<file path="src/rtl/hop_sched_pkg.sv">
// Shared types and default widths for the frequency-hop sequencer.
package hop_sched_pkg;

    typedef enum logic [1:0] {
        ST_IDLE  = 2'd0,
        ST_LOAD  = 2'd1,
        ST_SCAN  = 2'd2,
        ST_DWELL = 2'd3
    } state_t;

    localparam int TX_BITS_WIDTH_DEF  = 128;
    localparam int NHOPS_DEF          = 16;
    localparam int HOP_IDX_WIDTH_DEF  = 4;
    localparam int DWELL_WIDTH_DEF    = 24;
    localparam int TIMEOUT_CYCLES_DEF = 1024;

endpackage

</file>
<file path="src/rtl/hop_sched_if.sv">
// Hop-word handshake between the sequencer (master) and the scan-chain loader (slave).
interface hop_sched_if #(
    parameter int W = 128
);
    // scan_word moves on a cycle where scan_valid && scan_ready; once raised, scan_valid
    // and scan_word hold until that cycle. scan_done is a 1-cycle pulse from the loader.
    logic [W-1:0] scan_word;
    logic         scan_valid;
    logic         scan_ready;
    logic         scan_done;

    modport master (
        output scan_word,
        output scan_valid,
        input  scan_ready,
        input  scan_done
    );

    modport slave (
        input  scan_word,
        input  scan_valid,
        output scan_ready,
        output scan_done
    );
endinterface

</file>
<file path="src/rtl/hop_sched_table.sv">
// Hop configuration register file: synchronous write, combinational read.
module hop_table #(
    parameter int TX_BITS_WIDTH = 128,
    parameter int NHOPS         = 16,
    parameter int HOP_IDX_WIDTH = 4
) (
    input  logic                     clk,
    input  logic                     reset_n,
    input  logic                     wr_en_i,
    input  logic [HOP_IDX_WIDTH-1:0] wr_addr_i,
    input  logic [TX_BITS_WIDTH-1:0] wr_data_i,
    input  logic [HOP_IDX_WIDTH-1:0] rd_addr_i,
    output logic [TX_BITS_WIDTH-1:0] rd_data_o
);
    localparam bit FULL = (NHOPS == (1 << HOP_IDX_WIDTH));

    logic [TX_BITS_WIDTH-1:0] mem_q [NHOPS];
    logic                     wr_ok;

    // Indices past the populated entries are silently dropped.
    generate
        if (FULL) begin : g_full
            assign wr_ok = 1'b1;
        end else begin : g_part
            assign wr_ok = (wr_addr_i < HOP_IDX_WIDTH'(NHOPS));
        end
    endgenerate

    always_ff @(posedge clk or negedge reset_n) begin
        if (!reset_n) begin
            for (int i = 0; i < NHOPS; i++) begin
                mem_q[i] <= '0;
            end
        end else if (wr_en_i && wr_ok) begin
            mem_q[wr_addr_i] <= wr_data_i;
        end
    end

    assign rd_data_o = mem_q[rd_addr_i];

endmodule

</file>
<file path="src/rtl/hop_sched.sv">
// Frequency-hop sequencer: hands table words to the scan loader one at a time, waits
// for the load to finish, dwells, then advances (wrapping, or stopping after one pass).
module hop_sched
    import hop_sched_pkg::*;
#(
    parameter int TX_BITS_WIDTH  = TX_BITS_WIDTH_DEF,
    parameter int NHOPS          = NHOPS_DEF,
    parameter int HOP_IDX_WIDTH  = HOP_IDX_WIDTH_DEF,
    parameter int DWELL_WIDTH    = DWELL_WIDTH_DEF,
    parameter int TIMEOUT_CYCLES = TIMEOUT_CYCLES_DEF
) (
    input  logic                     clk,
    input  logic                     reset_n,
    input  logic                     cfg_wr_en,
    input  logic [HOP_IDX_WIDTH-1:0] cfg_wr_addr,
    input  logic [TX_BITS_WIDTH-1:0] cfg_wr_data,
    input  logic [HOP_IDX_WIDTH:0]   num_hops,
    input  logic [DWELL_WIDTH-1:0]   dwell,
    input  logic                     single_pass,
    input  logic                     start,
    input  logic                     stop,
    hop_sched_if.master              scan,
    output logic                     hop_strobe,
    output logic [HOP_IDX_WIDTH-1:0] hop_idx,
    output logic [15:0]              hop_cnt,
    output logic                     busy,
    output logic                     err_timeout,
    output state_t                   dbg_state
);
    localparam int TMO_W = (TIMEOUT_CYCLES > 2) ? $clog2(TIMEOUT_CYCLES) : 1;
    localparam logic [TMO_W-1:0] TMO_LAST = TMO_W'(TIMEOUT_CYCLES - 1);
    localparam logic [HOP_IDX_WIDTH:0] NHOPS_MAX = (HOP_IDX_WIDTH + 1)'(NHOPS);

    state_t                   state_q;
    logic [HOP_IDX_WIDTH:0]   nhops_q;
    logic [DWELL_WIDTH-1:0]   dwell_q;
    logic [DWELL_WIDTH-1:0]   dwell_cnt_q;
    logic [TMO_W-1:0]         tmo_cnt_q;
    logic                     single_q;
    logic                     stop_pend_q;
    logic [TX_BITS_WIDTH-1:0] word_q;
    logic                     valid_q;
    logic                     strobe_q;
    logic [HOP_IDX_WIDTH-1:0] idx_q;
    logic [15:0]              cnt_q;
    logic                     err_q;

    logic [HOP_IDX_WIDTH:0]   nhops_d;
    logic [DWELL_WIDTH-1:0]   dwell_d;
    logic [HOP_IDX_WIDTH-1:0] last_idx;
    logic [HOP_IDX_WIDTH-1:0] next_idx;
    logic                     is_last;
    logic                     dwell_done;
    logic [HOP_IDX_WIDTH-1:0] rd_addr;
    logic [TX_BITS_WIDTH-1:0] rd_data;

    hop_table #(
        .TX_BITS_WIDTH (TX_BITS_WIDTH),
        .NHOPS         (NHOPS),
        .HOP_IDX_WIDTH (HOP_IDX_WIDTH)
    ) u_table (
        .clk       (clk),
        .reset_n   (reset_n),
        .wr_en_i   (cfg_wr_en),
        .wr_addr_i (cfg_wr_addr),
        .wr_data_i (cfg_wr_data),
        .rd_addr_i (rd_addr),
        .rd_data_o (rd_data)
    );

    // Run parameters are clamped once, at start, so the FSM only ever sees legal values.
    always_comb begin
        nhops_d = num_hops;
        if (num_hops == '0) begin
            nhops_d = (HOP_IDX_WIDTH + 1)'(1);
        end else if (num_hops > NHOPS_MAX) begin
            nhops_d = NHOPS_MAX;
        end
        dwell_d = (dwell == '0) ? DWELL_WIDTH'(1) : dwell;
    end

    assign last_idx   = HOP_IDX_WIDTH'(nhops_q - (HOP_IDX_WIDTH + 1)'(1));
    assign is_last    = (idx_q == last_idx);
    assign next_idx   = is_last ? '0 : idx_q + HOP_IDX_WIDTH'(1);
    assign dwell_done = (dwell_cnt_q <= DWELL_WIDTH'(1));

    // The single read port serves hop 0 at start and the following hop at the dwell boundary.
    assign rd_addr = (state_q == ST_DWELL) ? next_idx : '0;

    always_ff @(posedge clk or negedge reset_n) begin
        if (!reset_n) begin
            state_q     <= ST_IDLE;
            nhops_q     <= '0;
            dwell_q     <= '0;
            dwell_cnt_q <= '0;
            tmo_cnt_q   <= '0;
            single_q    <= 1'b0;
            stop_pend_q <= 1'b0;
            word_q      <= '0;
            valid_q     <= 1'b0;
            strobe_q    <= 1'b0;
            idx_q       <= '0;
            cnt_q       <= '0;
            err_q       <= 1'b0;
        end else begin
            strobe_q <= 1'b0;
            case (state_q)
                ST_IDLE: begin
                    if (start && !stop) begin
                        nhops_q  <= nhops_d;
                        dwell_q  <= dwell_d;
                        single_q <= single_pass;
                        idx_q    <= '0;
                        cnt_q    <= '0;
                        err_q    <= 1'b0;
                        word_q   <= rd_data;
                        valid_q  <= 1'b1;
                        state_q  <= ST_LOAD;
                    end
                end
                ST_LOAD: begin
                    if (stop) begin
                        stop_pend_q <= 1'b1;
                    end
                    if (valid_q && scan.scan_ready) begin
                        valid_q   <= 1'b0;
                        tmo_cnt_q <= '0;
                        state_q   <= ST_SCAN;
                    end
                end
                ST_SCAN: begin
                    if (stop) begin
                        stop_pend_q <= 1'b1;
                    end
                    if (scan.scan_done) begin
                        strobe_q    <= 1'b1;
                        cnt_q       <= cnt_q + 16'd1;
                        dwell_cnt_q <= dwell_q;
                        state_q     <= ST_DWELL;
                    end else if (tmo_cnt_q == TMO_LAST) begin
                        err_q       <= 1'b1;
                        stop_pend_q <= 1'b0;
                        state_q     <= ST_IDLE;
                    end else begin
                        tmo_cnt_q <= tmo_cnt_q + TMO_W'(1);
                    end
                end
                ST_DWELL: begin
                    if (dwell_done) begin
                        if (stop_pend_q || stop || (single_q && is_last)) begin
                            stop_pend_q <= 1'b0;
                            state_q     <= ST_IDLE;
                        end else begin
                            idx_q   <= next_idx;
                            word_q  <= rd_data;
                            valid_q <= 1'b1;
                            state_q <= ST_LOAD;
                        end
                    end else begin
                        dwell_cnt_q <= dwell_cnt_q - DWELL_WIDTH'(1);
                        if (stop) begin
                            stop_pend_q <= 1'b1;
                        end
                    end
                end
                default: begin
                    state_q <= ST_IDLE;
                end
            endcase
        end
    end

    assign scan.scan_word  = word_q;
    assign scan.scan_valid = valid_q;
    assign hop_strobe      = strobe_q;
    assign hop_idx         = idx_q;
    assign hop_cnt         = cnt_q;
    assign err_timeout     = err_q;
    assign busy            = (state_q != ST_IDLE);
    assign dbg_state       = state_q;

endmodule
</file>
<file path="src/flat_wrapper.sv">
// flat-port wrapper written by rule: the top's interface ports become plain ports
module hop_sched_flat import hop_sched_pkg::*;
#(
    parameter int TX_BITS_WIDTH  = TX_BITS_WIDTH_DEF,
    parameter int NHOPS          = NHOPS_DEF,
    parameter int HOP_IDX_WIDTH  = HOP_IDX_WIDTH_DEF,
    parameter int DWELL_WIDTH    = DWELL_WIDTH_DEF,
    parameter int TIMEOUT_CYCLES = TIMEOUT_CYCLES_DEF
)
  (clk, reset_n, cfg_wr_en, cfg_wr_addr, cfg_wr_data, num_hops, dwell, single_pass, start, stop, hop_strobe, hop_idx, hop_cnt, busy, err_timeout, dbg_state, scan_scan_word, scan_scan_valid, scan_scan_ready, scan_scan_done);
  hop_sched_if scan_i ();
  input  logic clk;
  input  logic reset_n;
  input  logic cfg_wr_en;
  input  logic [HOP_IDX_WIDTH-1:0] cfg_wr_addr;
  input  logic [TX_BITS_WIDTH-1:0] cfg_wr_data;
  input  logic [HOP_IDX_WIDTH:0] num_hops;
  input  logic [DWELL_WIDTH-1:0] dwell;
  input  logic single_pass;
  input  logic start;
  input  logic stop;
  output logic hop_strobe;
  output logic [HOP_IDX_WIDTH-1:0] hop_idx;
  output logic [15:0] hop_cnt;
  output logic busy;
  output logic err_timeout;
  output state_t dbg_state;
  output wire logic [$bits(scan_i.scan_word)-1:0] scan_scan_word;
  output wire logic [$bits(scan_i.scan_valid)-1:0] scan_scan_valid;
  input wire logic [$bits(scan_i.scan_ready)-1:0] scan_scan_ready;
  input wire logic [$bits(scan_i.scan_done)-1:0] scan_scan_done;
  assign scan_scan_word = scan_i.scan_word;
  assign scan_scan_valid = scan_i.scan_valid;
  assign scan_i.scan_ready = scan_scan_ready;
  assign scan_i.scan_done = scan_scan_done;
  hop_sched #(.TX_BITS_WIDTH(TX_BITS_WIDTH), .NHOPS(NHOPS), .HOP_IDX_WIDTH(HOP_IDX_WIDTH), .DWELL_WIDTH(DWELL_WIDTH), .TIMEOUT_CYCLES(TIMEOUT_CYCLES)) u_core (.clk(clk), .reset_n(reset_n), .cfg_wr_en(cfg_wr_en), .cfg_wr_addr(cfg_wr_addr), .cfg_wr_data(cfg_wr_data), .num_hops(num_hops), .dwell(dwell), .single_pass(single_pass), .start(start), .stop(stop), .scan(scan_i), .hop_strobe(hop_strobe), .hop_idx(hop_idx), .hop_cnt(hop_cnt), .busy(busy), .err_timeout(err_timeout), .dbg_state(dbg_state));
endmodule
</file>
<file path="config.mk">
export PLATFORM = sky130hd
export DESIGN_NAME = hop_sched_flat
export DESIGN_NICKNAME = d
export VERILOG_FILES = /design/src/rtl/hop_sched_pkg.sv /design/src/rtl/hop_sched_if.sv /design/src/rtl/hop_sched_table.sv /design/src/rtl/hop_sched.sv /design/src/flat_wrapper.sv
export SDC_FILE = /design/constraint.sdc
export NUM_CORES = 2
export LEC_CHECK = 0
export BUFFER_PORTS_ARGS = -buffer_cell sky130_fd_sc_hd__buf_2
export CAP_MARGIN = 20
export CORE_ASPECT_RATIO = 1.5
export CORE_MARGIN = 3
export CORE_UTILIZATION = 48
export DETAILED_ROUTE_END_ITERATION = 7
export PLACE_DENSITY = 0.73
export REMOVE_ABC_BUFFERS = 1
export SETUP_SLACK_MARGIN = 0.4
export SYNTH_ARGS = -nofsm -noshare
export SYNTH_HDL_FRONTEND = slang
export SYNTH_SLANG_ARGS = --single-unit
</file>
<file path="constraint.sdc">
create_clock -name clk -period 2.5 [get_ports clk]
set_input_delay 0.125 -clock clk [delete_from_list [all_inputs] [get_ports clk]]
set_output_delay 0.125 -clock clk [all_outputs]
set_load 0.005 [all_outputs]
</file>
== Yosys cells after proc, flatten, opt, wreduce, memory -nomap -nowiden ==
Index checks and enable logic that the tools add are counted.
Operators by class
  $add $sub $neg: 5
  $lt $le $gt $ge: 5
  equal/unequal tests: 16
  multiplexer cells: 53
  bitwise gates (word level): 2
  reduce and logical (&&, ||, !) cells: 26
Operator list (count)
  bitwise mux 2048 bit: 1
  two-way mux 128 bit: 6
  binary-select mux 128 bit (select 4 bit): 1
  demux 128 bit (select 4 bit): 1
  case mux 128 bit (2 select lines): 1
  two-way mux 24 bit: 3
  case mux 24 bit (2 select lines): 1
  two-way mux 16 bit: 2
  case mux 16 bit (2 select lines): 1
  two-way mux 10 bit: 3
  two-way mux 4 bit: 7
  less-or-equal comparator 24 x 1 -> 1 bit (second input constant): 1
  logical NOT 24 bit: 1
  subtractor 24 x 1 -> 24 bit (second input constant): 1
  case mux 10 bit (2 select lines): 1
  adder 16 x 1 -> 16 bit (second input constant): 1
  AND reduction 4 bit: 4
  two-way mux 1 bit: 15
  adder 10 x 1 -> 10 bit (second input constant): 1
  equality test 10 bit (second input constant): 1
  >= comparator 5 bit (second input constant): 2
  two-way mux 2 bit: 5
  != test 2 bit (second input constant): 5
  inverter 4 -> 5 bit: 2
  other kinds (24): 40
Word-level totals
  register bits: 2265
  bits of input ports: 169
  output and inout port bits: 154
  logic and storage cells: 136

== Logic depth before layout (Yosys ltp) ==
  word-level depth: 11
  mapped depth: 12
  mapped depth without buffers: 8

== Modules after synthesis ==
From an unflattened synthesis, not the netlist that was laid out.
Second synthesis, totals
  cells, all modules: 6536
  area, all modules: 101539.9 um2
By module, submodules not included
  hop_table: instances 1, cells an instance 5731, area an instance 91700.4 um2, seq. area each 51249.2 um2
  hop_sched: instances 1, cells an instance 805, area an instance 9839.4 um2, seq. area each 5430.2 um2

== Least setup slack after synthesis ==
OpenSTA, ideal clock, no wires.
  path type: register -> register
  from: register u_core.nhops_q[0]
  to: register u_core.word_q[110], in the netlist u_core.scan.scan_word[110]
  library setup time: 0.121 ns
  arrival time: 2.391 ns
  required time: 2.379 ns
  path slack: -0.012 ns
  cell stages (with the launch flop): 11
  buffers on the path: 2
  period minus slack after synthesis: 2.512 ns
  path through: dfrtp_1 inv_1 ha_1 xor3_1 nor3_1 nand2_1 clkbuf_1 buf_2 mux2i_1 and3b_1 o22a_1
Between the ends
  cells in the longest elaborated chain, start to end: 11
  elaborated cells between the ends (all ways): 16
  those cells by class: add/sub: 1; eq/ne: 2; mux: 9; bitwise: 1; reduce/logical: 3
RTL lines
  from (decl): RTL line hop_sched.sv:35  | logic [HOP_IDX_WIDTH:0] nhops_q;
  from (signal assigned): RTL line hop_sched.sv:110  | nhops_q <= nhops_d;
  subtractor 4 x 1 -> 4 bit (*): RTL line hop_sched.sv:82  | assign last_idx = HOP_IDX_WIDTH'(nhops_q - (HOP_IDX_WIDTH + 1)'(1));
  equality test 4 bit (*): RTL line hop_sched.sv:83  | assign is_last = (idx_q == last_idx);
  two-way mux 4 bit: RTL line hop_sched.sv:84  | assign next_idx = is_last ? '0 : idx_q + HOP_IDX_WIDTH'(1);
  two-way mux 4 bit: RTL line hop_sched.sv:88  | assign rd_addr = (state_q == ST_DWELL) ? next_idx : '0;
  inverter 4 -> 5 bit (implied by the code): RTL line hop_sched_table.sv:39  | assign rd_data_o = mem_q[rd_addr_i];
  binary-select mux 128 bit (select 4 bit): RTL line hop_sched_table.sv:39
  two-way mux 128 bit (implied by the code) (2 in a row): RTL line hop_sched_table.sv:39
  two-way mux 128 bit: RTL line hop_sched.sv:150  | if (stop_pend_q || stop || (single_q && is_last)) begin
  two-way mux 128 bit: RTL line hop_sched.sv:149  | if (dwell_done) begin
  case mux 128 bit (2 select lines): RTL line hop_sched.sv:107  | case (state_q)
  to (signal assigned): RTL line hop_sched.sv:116  | word_q <= rd_data;
  to (signal assigned): RTL line hop_sched.sv:155  | word_q <= rd_data;
  to (decl): RTL line hop_sched.sv:41  | logic [TX_BITS_WIDTH-1:0] word_q;
Every way passes the cells marked *; elsewhere a longest branch is shown, timed or not. The select of a mux whose other input is x is not followed.
A chain may end at the register's enable or synchronous reset.

== Worst setup path after layout ==
  from: register u_core.dwell_cnt_q[20]
  to: register u_core.word_q[121], in the netlist u_core.scan.scan_word[121]
Between the ends
  cells in the longest elaborated chain, start to end: 3
RTL lines
  from (decl): RTL line hop_sched.sv:37  | logic [DWELL_WIDTH-1:0] dwell_cnt_q;
  from (signal assigned): RTL line hop_sched.sv:138  | dwell_cnt_q <= dwell_q;
  from (signal assigned): RTL line hop_sched.sv:160  | dwell_cnt_q <= dwell_cnt_q - DWELL_WIDTH'(1);
  less-or-equal comparator 24 x 1 -> 1 bit: RTL line hop_sched.sv:85  | assign dwell_done = (dwell_cnt_q <= DWELL_WIDTH'(1));
  != test 2 x 1 -> 1 bit (no line)
  AND reduction 4 bit (no line)
No other way between the ends.

==> results by group <==
Outcome
  • Status: finished with violations
  • Failing checks: negative setup slack

Route
  • Drt pass-1 iters: 7
  • WL per Instance: 26.7 microns
  • DRC viols: 0
  • Vias: 72031
  • Drt via density: between 6 and 7
  • ANT nets after route: 0
  • DR iter-0 viols: just over 6000
  • Post-Route WL: 310000 microns

Finish
  • Final Cell Area: 0.125 sq mm
  • Layout area overhead: 18.3%
  • Core Util, Final: between 50 and 60%
  • Layout cells sized above 1: ~43%
  • NumNets Final: 8724

Power and ir drop
  • Sw Ratio: 30.6%
  • Internal power: 83.9 mW
  • Pleak: 54.3 nW
  • Clock Power Share: 28.5%
  • Maximum vdd drop: 586 uV
  • Gate power share: between 20% and 30%
  • Sw Pwr: ~37 mW
  • Reg power frac: 43.2%
  • PD cells: 968 mW/mm^2

Yosys
  • Number of synthesized flops with an enable pin: 0
  • Register area share after synthesis: 53.8%
  • Post-synth top cells: mux2_2, dfrtp_1, nand2_1, clkbuf_1, mux2i_1
  • Most common cell in the netlist: mux2_2
  • Fraction of registers with async set/reset: 100%
  • Synth cell types: between 60 and 70
  • Main synth FF type: dfrtp_1
  • Synth area leader: dfrtp_1
  • Yosys warnings: 0
  • Cell Area, Synth: 0.105 sq mm
  • Synth top area cells: dfrtp_1, mux2_2, mux2i_1
  • Post-synth top area share: 53.8%
  • Gate Count Post-Synth: around 8100
  • FF+latch count, synth: 2265
  • Avg Cell Area, Syn: ~13 sq um

Worst setup path
  • Worst path slowest cell: or4_1
  • Critical Path, Cell by Cell: or4_1, or4_4, nor2_4, a41o_4, buf_12, buf_16, nand2_1, o22a_1
  • Crit Path Class: reg -> reg
  • CP Data Required Time: 3.22 ns
  • CP delay by family, top: simple AND/OR/NAND/NOR gates
  • Worst EP arrival: approximately 3.5 ns
  • Critical path endpoint category: flop
  • Critical R2R Launch: u_core.dwell_cnt_q[20]
  • Reg2Reg Setup Slack: -0.25 ns
  • Reg2reg end: u_core.scan.scan_word[121]
  • Worst Reg-to-Reg Cells: 8
  • CP peak stage delay: 0.56 ns
  • Crit path buf inv count: 2
  • Worst-path fanout max: 12
  • CP Launch Type: flop

Job
  • Max Cap Viol: 0

Placed design
  • PortBufs: between 300 and 400
  • Place WS: -0.271 ns
  • Post-DP Area: 0.113 sq mm
  • Routability cong.: 0.818
  • Final HPWL DP: approximately 180000 microns

Timing
  • Slew @ Worst Pin: between 0.9 and 1 ns
  • Final worst slack: -0.254 ns
  • Unrepaired setup endpoints after global routing: yes
  • Relative slew slack: 33.7%
  • Crit path time final: 2.75 ns
  • Setup Viol. Count Final: 138
  • Setup Skew: between 0.05 and 0.06 ns
  • Max Freq: 363 MHz
  • Final Hold Viols: 0
  • Final Max Tran Viols: 0
  • Crit share post-route: 110%

Floorplanning
  • Core ar.: around 0.22 sq mm
  • Die area: 0.225 sq mm
  • IO Pins: 323
  • Initial Utilization: 48.3%
  • Row count: 210
  • Die W: 389 microns
  • Die Ht: 580 microns

GRT
  • Vias in the first global route: 75763
  • Total grt overflow: 0
  • Largest net degree at the start of global routing: 166
  • Global-route wire length before repair: around 470000 microns
  • Antenna violations before repair: 33
  • Gr usage total: a little over a quarter

Clocking
  • CTS clock-pin slew for the worst setup and hold paths: around 0.070 ns
  • Clock root buffer master: clkbuf_16
  • Clock sinks: 2265
  • CTS tree: done
  • CTS buffer count: 218
  • Clk buf depth: 4
  • Worst skew pair latency: 0.88 ns
  • H-tree levels: 4

Min path
  • Hold Path Class: in -> async
[cells in the final DEF (no fill, tap or decap), drive strengths merged, types with 13 or more instances in the layout]
| cell type | count |
|---|---|
| a21oi | 164 |
| a221oi | 256 |
| a22oi | 131 |
| and3b | 129 |
| buf | 789 |
| bufinv | 21 |
| clkbuf | 315 |
| clkinv | 55 |
| dfrtp | 2265 |
| diode | 18 |
| dlygate4sd3 | 204 |
| inv | 146 |
| mux2 | 2305 |
| mux2i | 385 |
| mux4 | 128 |
| nand2 | 624 |
| nand3 | 20 |
| nor2 | 190 |
| nor3 | 13 |
| nor4 | 14 |
| o2111ai | 129 |
| o21ai | 178 |
| o22a | 130 |
[worst register-to-register path, cell delays in order (launching register included)]
cell,delay [ns]
dfrtp_1,0.39
or4_1,0.56
or4_4,0.53
nor2_4,0.11
a41o_4,0.32
buf_12,0.22
buf_16,0.22
nand2_1,0.08
o22a_1,0.16
[per-stage QoR]
step | instances | power [mW] | setup TNS [ns] | hold WS (ns)
6_report | 11601 | 121 | -21.99 | 0.0831
2_1_floorplan | 7324 | 69.6 | - | -0.171
3_5_place_dp | 10911 | 84.5 | -23.21 | 0.0399
5_1_grt | 11590 | 127 | -31.89 | 0.0687
4_1_cts | 11543 | 120 | -16.39 | 0.0100
3_3_place_gp | 10911 | 82.8 | -17.79 | 0.0376
[how the worst max path moves through the flow]
stage / slack [ns] / from / endpoint / cells past startpoint
after detailed placement: -0.27 / u_core.nhops_q[0] / u_core.scan.scan_word[5] / 11
after global placement: -0.23 / u_core.dwell_cnt_q[2] / u_core.scan.scan_word[2] / 8
after global routing: -0.30 / u_core.dwell_cnt_q[2] / u_core.scan.scan_word[121] / 8
after floorplan: -57.84 / u_core.hop_idx[0] / u_core.scan.scan_word[0] / 6
final: -0.25 / u_core.dwell_cnt_q[20] / u_core.scan.scan_word[121] / 8
after CTS: -0.18 / u_core.dwell_cnt_q[2] / u_core.scan.scan_word[35] / 8
[flip-flops by register name, summed over array words and instances (netlist names)]
| name | cells |
|---|---|
| u_core.dwell_cnt_q | 24 |
| u_core.tmo_cnt_q | 10 |
| u_core.nhops_q | 4 |
| u_core.scan.scan_valid | 1 |
| u_core.hop_strobe | 1 |
| u_core.hop_cnt | 16 |
| u_core.u_table.mem_q | 2048 |
| u_core.single_q | 1 |
| u_core.dbg_state | 2 |
| u_core.hop_idx | 4 |
| u_core.stop_pend_q | 1 |
| u_core.err_timeout | 1 |
| u_core.scan.scan_word | 128 |
| u_core.dwell_q | 24 |
[routing by layer]
layer  track usage, %  share of wire, %  up-vias
met5                0             0.048        -
met4             9.60               3.7       28
met3             4.29               6.6      728
met2             44.5                49     2645
met1             35.8                41    38213
li1                 -                 -    30417
[power groups by stage]
stage | sequential, mW | clock (mW) | combinational [mW]
floorplan | 50.4 | 0 | 19.2
global placement | 51.8 | 0 | 31.0
detailed placement | 52.5 | 0 | 32.0
CTS | 51.9 | 35.0 | 33.3
global route | 53.1 | 36.5 | 36.9
finish | 52.2 | 34.4 | 34.2
[cell families (layout without fill, tap and decap cells)]
group,Yosys count,count (layout),share of synthesized area [%]
muxes,2818,2818,31.0
AOI/OAI and AO/OA,1022,1022,7.10
and+or+nand+nor,1052,1052,4.61
other,0,18,0
adders and majority gates,6,6,0.0712
xor gates and xnor gates,21,21,0.189
buffers and inverters,873,1537,3.28
DFF,2265,2265,53.8
[repair_timing]
item | in CTS | in global routing
hold endpoints to repair | 4327 | 0
pin swaps | 6 | 14
gates cloned | 13 | 12
buffers inserted | 23 | 28
hold buffers | 204 | 0
gates resized for setup | 87 | 134
setup endpoints to repair | 178 | 186
[area by class of cell]
| class | instances | area [sq um] |
|---|---|---|
| fill | 16975 | 93600 |
| clock inverter | 86 | 1040 |
| multi-input combinational | 4919 | 46100 |
| inverter | 140 | 526 |
| antenna | 18 | 45.0 |
| clock buffer | 306 | 6380 |
| timing repair buffer | 1005 | 10300 |
| tap | 2862 | 3580 |
| sequential | 2265 | 56700 |
No activity file was read; power rests on OpenSTA's default activity.
